**src/rtl/uart_arb_pkg.sv**
```systemverilog
// rtl/uart_arb_pkg.sv - shared types, byte constants and round-robin helper for uart_line_arbiter
package uart_arb_pkg;

   typedef enum logic [2:0] {
      ST_IDLE,
      ST_LOCK,
      ST_PFX0,
      ST_PFX1,
      ST_PFX2,
      ST_PFX3
   } arb_state_t;

   localparam logic [7:0] NEWLINE        = 8'h0A;
   localparam logic [7:0] PFX_OPEN       = 8'h5B;
   localparam logic [7:0] PFX_CLOSE      = 8'h5D;
   localparam logic [7:0] PFX_SPACE      = 8'h20;
   localparam logic [7:0] PFX_DIGIT_BASE = 8'h30;

   function automatic int rr_next(input int idx, input int n);
      return (idx + 1 >= n) ? 0 : idx + 1;
   endfunction

endpackage

```
**src/rtl/uart_arb_fifo.sv**
```systemverilog
// rtl/uart_arb_fifo.sv - per-source character FIFO; a push into a full FIFO lands only if it is popped that cycle
module uart_arb_fifo #(
   parameter int DEPTH = 16,
   parameter int WIDTH = 8
) (
   input  logic             clock,
   input  logic             reset,
   input  logic             push,
   input  logic             pop,
   input  logic [WIDTH-1:0] din,
   output logic             full,
   output logic             empty,
   output logic [WIDTH-1:0] head
);

   localparam int AW = $clog2(DEPTH);

   logic [WIDTH-1:0] mem [DEPTH];
   logic [AW:0]      wr_ptr;
   logic [AW:0]      rd_ptr;
   logic             wr_en;
   logic             rd_en;

   // Extra pointer bit distinguishes full from empty when the indices match.
   assign empty = (wr_ptr == rd_ptr);
   assign full  = (wr_ptr[AW] != rd_ptr[AW]) && (wr_ptr[AW-1:0] == rd_ptr[AW-1:0]);
   assign rd_en = pop && !empty;
   assign wr_en = push && (!full || rd_en);
   assign head  = mem[rd_ptr[AW-1:0]];

   always_ff @(posedge clock) begin
      if (wr_en) begin
         mem[wr_ptr[AW-1:0]] <= din;
      end
   end

   always_ff @(posedge clock) begin
      if (reset) begin
         wr_ptr <= '0;
         rd_ptr <= '0;
      end else begin
         if (wr_en) begin
            wr_ptr <= wr_ptr + 1'b1;
         end
         if (rd_en) begin
            rd_ptr <= rd_ptr + 1'b1;
         end
      end
   end

endmodule

```
**src/rtl/uart_line_arbiter.sv**
```systemverilog
// rtl/uart_line_arbiter.sv - merges per-hart UART streams, holding each grant until a newline or timeout
// Optional macro UART_ARB_PREFIX_EN: each grant is preceded by "[n] " on the output.
module uart_line_arbiter
   import uart_arb_pkg::*;
#(
   parameter int NUM_SRC      = 2,
   parameter int FIFO_DEPTH   = 16,
   parameter int LOCK_TIMEOUT = 256,
   localparam int SW          = (NUM_SRC > 1) ? $clog2(NUM_SRC) : 1
) (
   input  logic                 clock,
   input  logic                 reset,
   input  logic [NUM_SRC-1:0]   src_valid,
   input  logic [8*NUM_SRC-1:0] src_ch,
   output logic                 out_valid,
   output logic [7:0]           out_ch,
   output logic [SW-1:0]        out_src,
   input  logic                 out_ready,
   output logic [NUM_SRC-1:0]   src_overflow
);

   localparam int TW = $clog2(LOCK_TIMEOUT + 1);

   arb_state_t         state;
   arb_state_t         state_d;
   logic [SW-1:0]      grant;
   logic [SW-1:0]      grant_d;
   logic [SW-1:0]      last_grant;
   logic [SW-1:0]      last_grant_d;
   logic [TW-1:0]      tmo_cnt;
   logic [TW-1:0]      tmo_d;
   logic [NUM_SRC-1:0] full;
   logic [NUM_SRC-1:0] empty;
   logic [NUM_SRC-1:0] pop;
   logic [7:0]         head [NUM_SRC];
   logic [7:0]         grant_head;
   logic               grant_empty;
   logic               scan_hit;
   logic [SW-1:0]      scan_idx;
   logic [SW-1:0]      cand;

   for (genvar i = 0; i < NUM_SRC; i++) begin : g_src
      uart_arb_fifo #(
         .DEPTH (FIFO_DEPTH),
         .WIDTH (8)
      ) u_fifo (
         .clock (clock),
         .reset (reset),
         .push  (src_valid[i]),
         .pop   (pop[i]),
         .din   (src_ch[8*i +: 8]),
         .full  (full[i]),
         .empty (empty[i]),
         .head  (head[i])
      );
   end

   assign grant_head  = head[grant];
   assign grant_empty = empty[grant];
   assign out_src     = grant;

   // First non-empty source after the previous owner wins.
   always_comb begin
      scan_hit = 1'b0;
      scan_idx = '0;
      cand     = SW'(rr_next(int'(last_grant), NUM_SRC));
      for (int k = 0; k < NUM_SRC; k++) begin
         if (!scan_hit && !empty[cand]) begin
            scan_hit = 1'b1;
            scan_idx = cand;
         end
         cand = SW'(rr_next(int'(cand), NUM_SRC));
      end
   end

   always_comb begin
      state_d      = state;
      grant_d      = grant;
      last_grant_d = last_grant;
      tmo_d        = tmo_cnt;
      pop          = '0;
      out_valid    = 1'b0;
      out_ch       = 8'h00;
      case (state)
         ST_IDLE: begin
            if (scan_hit) begin
               grant_d = scan_idx;
               tmo_d   = '0;
`ifdef UART_ARB_PREFIX_EN
               state_d = ST_PFX0;
`else
               state_d = ST_LOCK;
`endif
            end
         end
         ST_LOCK: begin
            out_valid = !grant_empty;
            out_ch    = grant_empty ? 8'h00 : grant_head;
            if (!grant_empty && out_ready) begin
               pop[grant] = 1'b1;
               tmo_d      = '0;
               if (grant_head == NEWLINE) begin
                  state_d      = ST_IDLE;
                  last_grant_d = grant;
               end
            end else if (tmo_cnt == TW'(LOCK_TIMEOUT)) begin
               // Source went quiet without a newline: hand the console to others.
               state_d      = ST_IDLE;
               last_grant_d = grant;
            end else if (grant_empty) begin
               tmo_d = tmo_cnt + 1'b1;
            end
         end
`ifdef UART_ARB_PREFIX_EN
         ST_PFX0: begin
            out_valid = 1'b1;
            out_ch    = PFX_OPEN;
            if (out_ready) state_d = ST_PFX1;
         end
         ST_PFX1: begin
            out_valid = 1'b1;
            out_ch    = PFX_DIGIT_BASE + 8'(grant);
            if (out_ready) state_d = ST_PFX2;
         end
         ST_PFX2: begin
            out_valid = 1'b1;
            out_ch    = PFX_CLOSE;
            if (out_ready) state_d = ST_PFX3;
         end
         ST_PFX3: begin
            out_valid = 1'b1;
            out_ch    = PFX_SPACE;
            if (out_ready) begin
               state_d = ST_LOCK;
               tmo_d   = '0;
            end
         end
`endif
         default: state_d = ST_IDLE;
      endcase
   end

   always_ff @(posedge clock) begin
      if (reset) begin
         state        <= ST_IDLE;
         grant        <= '0;
         last_grant   <= SW'(NUM_SRC - 1);
         tmo_cnt      <= '0;
         src_overflow <= '0;
      end else begin
         state        <= state_d;
         grant        <= grant_d;
         last_grant   <= last_grant_d;
         tmo_cnt      <= tmo_d;
         src_overflow <= src_overflow | (src_valid & full & ~pop);
      end
   end

endmodule

```
**config.mk**
```make
export PLATFORM = sky130hd
export DESIGN_NAME = uart_line_arbiter
export DESIGN_NICKNAME = d
export VERILOG_FILES = /design/src/rtl/uart_arb_pkg.sv /design/src/rtl/uart_arb_fifo.sv /design/src/rtl/uart_line_arbiter.sv
export SDC_FILE = /design/constraint.sdc
export NUM_CORES = 1
export LEC_CHECK = 0
export CAP_MARGIN = 20
export CORE_MARGIN = 2
export CORE_UTILIZATION = 50
export CTS_BUF_LIST = sky130_fd_sc_hd__clkbuf_16
export DETAILED_ROUTE_END_ITERATION = 16
export PLACE_DENSITY = 0.77
export RECOVER_POWER = 50
export SLEW_MARGIN = 10
export SYNTH_ARGS = -nofsm -noshare
export SYNTH_HDL_FRONTEND = slang
export SYNTH_SLANG_ARGS = --single-unit
```
**constraint.sdc**
```tcl
create_clock -name clock -period 3.3 [get_ports clock]
set_input_delay 0.495 -clock clock [delete_from_list [all_inputs] [get_ports clock]]
set_output_delay 0.495 -clock clock [all_outputs]
set_load 0.1 [all_outputs]
```
==> metrics <==
status=completed; number of synthesized register bits=298; Final Cycle Share=0.950; synthesized netlist cell count=775; post-synthesis sequential area ratio=0.696; CP bufs+invs=2; RD Place Congestion=0.818; Iter 0 DRT Violations=715; Avg Inst Size Synth=15.8 µm²; Worst Hold Class=register to register; number of antenna-violating nets in the routed design=0; clock insertion delay at the later pin of the skew report=0.54 ns; fill cell total of the finished layout=1721; pwr/cell area=560 nW/µm²; number of max-cap violations=0; fraction of registers with async set/reset=0; total congestion overflow after global routing=0; Port Buf Inserts=32; Cells after DPL=1136; clock buffers created by TritonCTS=28; slew of the pin with the lowest slew margin=1.16 ns; Reg clk slew, reported paths=0.06 ns; clock root buffer=clkbuf_16; number of ports placed on the die boundary=33; highest cell delay on the worst timing path=0.61 ns; aggregate routed wire length=24.8 mm; postcts setup bufs=0; fraction of final layout cells with drive strength greater than 1=0.161; startpoint types=register; Post-Place Cell Area=13200 µm²; Finished Layout Cells=1188; clk sinks=298; half-perimeter wire length after detailed placement=16.3 mm; CTS tree=built; worst max-slew margin expressed relative to the limit=0.233; final-stage net count=875; worst-path cell with the longest stage delay=mux4_1; die width=161 µm; Setup crit end kind=output port; Max Buffers Root-to-Sink=3; GR Util All Layers=0.198; area added between synthesis and finish=14.8%; setup repair after global routing missed its margin=no; max-slew violation count=0; antenna violations before repair=0; largest vdd supply drop=0.413 mV; classification of the worst setup path=register to output port; library cells used by synthesis=56; number of global-route vias before repair=6861; post-route standard cell area excluding fillers=14100 µm²; maximum net fanout on the critical path=29; leading cell types by total area after synthesis=edfxtp_1, dfxtp_1, mux2i_1; cell type contributing the most total cell area after synthesis=edfxtp_1; Power, Total=7880 µW; full die area=25800 µm²; cell type group with the largest total delay on the critical path=multiplexers; final setup violation count=0; Post-synth top flop=edfxtp_1; fmax=0.319 GHz; detail-routed net length per standard cell=20.9 µm; Rows=57; required time at the worst-slack endpoint=2.80 ns; count of antenna diodes in the layout=0; vertical die dimension=161 µm; wire length of the first global-routing pass=39.4 mm; drt drc=0; Util after Layout=0.582; WHS=0.489 ns; starting density of the core=0.507; register area=8540 µm²; vias after detailed routing=6869; Post-Synthesis Net Count=808; Yosys Warn Count=0; leakage component of the power=0.00449 µW; maximum number of pins on one net before global-route repair=31; number of flops mapped to enable cells by yosys=256; share of Yosys cell area claimed by the top area cell type=0.627; area of the core=24200 µm²; iteration count of the initial detailed-routing pass=5; via count normalized by instance count=5.78; cell area after technology mapping=12300 µm²; post-route minimum period=3.13 ns; combined area of the multi-input logic cells=3460 µm²; final worst clock skew=0.00934 ns; final hold viol count=0; CP dominant cell by count=buf_12; number of levels in the clock H-tree=1; chain of cells forming the critical path=buf_12 > mux4_1 > mux2_2 > nand3_1 > and4_1 > nor2_2 > buf_12; data arrival time of the critical path=2.64 ns
-- synth_stat cells (8+ instances only) --
cell      instances
nand4_1          16
nand2_1          43
nand3_1          15
clkbuf_1          9
mux4_2           26
dfxtp_1          42
xor2_1           12
nand2b_1         10
a21oi_1          22
nor2b_1          13
buf_4             8
o21ai_0           9
ha_1             12
mux4_1           10
xnor2_1          14
mux2i_1          59
nor2_1           70
inv_1            13
buf_2            11
nor3_1           14
edfxtp_1        256
-- path summary, 6_finish.rpt --
check	start	end	slack [ns]	depth (start not counted)
max	register	out_ch[1]	0.17	7
min	tmo_cnt[8]	tmo_cnt[8]	0.49	2
min reg2reg	tmo_cnt[8]	tmo_cnt[8]	0.49	2
max reg2reg	register	state[0]	0.70	8
-- layer usage --
| metal | part of all wire | up-vias | global-route usage |
|---|---|---|---|
| li1 | - | 3128 | - |
| met1 | 0.42 | 3424 | 0.280 |
| met2 | 0.49 | 277 | 0.328 |
| met3 | 0.066 | 40 | 0.0245 |
| met4 | 0.024 | 0 | 0.0557 |
| met5 | 0 | - | 0 |
-- what timing repair did --
item	4_1_cts	5_1_grt
hold buffers	0	0
endpoints found under the setup margin	1	9
gates resized for setup	1	3
-- kinds of logic after synthesis --
group | Yosys count | synth area share
flip-flops | 298 | 0.696
AND/OR/NAND/NOR | 208 | 0.0825
multiplexers | 102 | 0.124
AO/OA/AOI/OAI | 79 | 0.0431
buffers and inverters | 50 | 0.0239
XOR/XNOR | 26 | 0.0186
adder cells (fa/ha/maj) | 12 | 0.0123
-- worst register-to-register path: cells and delay by family, from the launching register on --
family,cells,cell delay (ns)
compound gates,4,1.21
flops,1,0.53
buf+inv,1,0.36
simple gates,3,0.36
-- flip-flops by register name, summed over array words and instances, names as in the netlist, named ones only --
name,cells
g_src.u_fifo.mem,256
g_src.u_fifo.rd_ptr,10
g_src.u_fifo.wr_ptr,10
tmo_cnt,9
src_overflow,2
last_grant,1
out_src,1
state,1
-- layout make-up --
cell class / instances / share of cell area
Tap cell: 324 / 0.0288
Multi-Input combinational cell: 427 / 0.246
Inverter: 13 / 0.00347
Clock buffer: 29 / 0.0516
Sequential cell: 298 / 0.607
Clock inverter: 23 / 0.0117
Timing Repair Buffer: 74 / 0.0515
-- through the flow --
| stage | setup TNS [ns] | worst slack (ns) |
|---|---|---|
| 6_report | 0 | 0.166 |
| 5_1_grt | 0 | 0.000300 |
| 4_1_cts | 0 | 0.0366 |
| 3_5_place_dp | 0 | 0.269 |
| 3_3_place_gp | 0 | 0.373 |
| 2_1_floorplan | -0.527 | -0.265 |
-- power by group --
part / switching, µW / total [µW] / internal (µW)
sequential: 36.9 / 4180 / 4140
combinational: 427 / 638 / 211
clock: 1320 / 3070 / 1750
total: 1780 / 7880 / 6100
-- cells in the final DEF, fill, tap and decap left out, types with 8 or more instances in the layout --
master / n
nand3_1: 15
buf_4: 39
clkbuf_16: 29
ha_1: 12
o21ai_0: 9
mux4_1: 10
dfxtp_1: 40
inv_1: 18
nand2b_1: 10
mux2i_1: 59
edfxtp_1: 256
clkinv_1: 8
buf_12: 10
xnor2_1: 14
nor2_1: 65
nand2_1: 42
xor2_1: 12
nand4_1: 16
mux4_2: 26
dlygate4sd3_1: 16
nor3_1: 14
nor2b_1: 13
a21oi_1: 21
No activity file was read; power rests on OpenSTA's default activity.
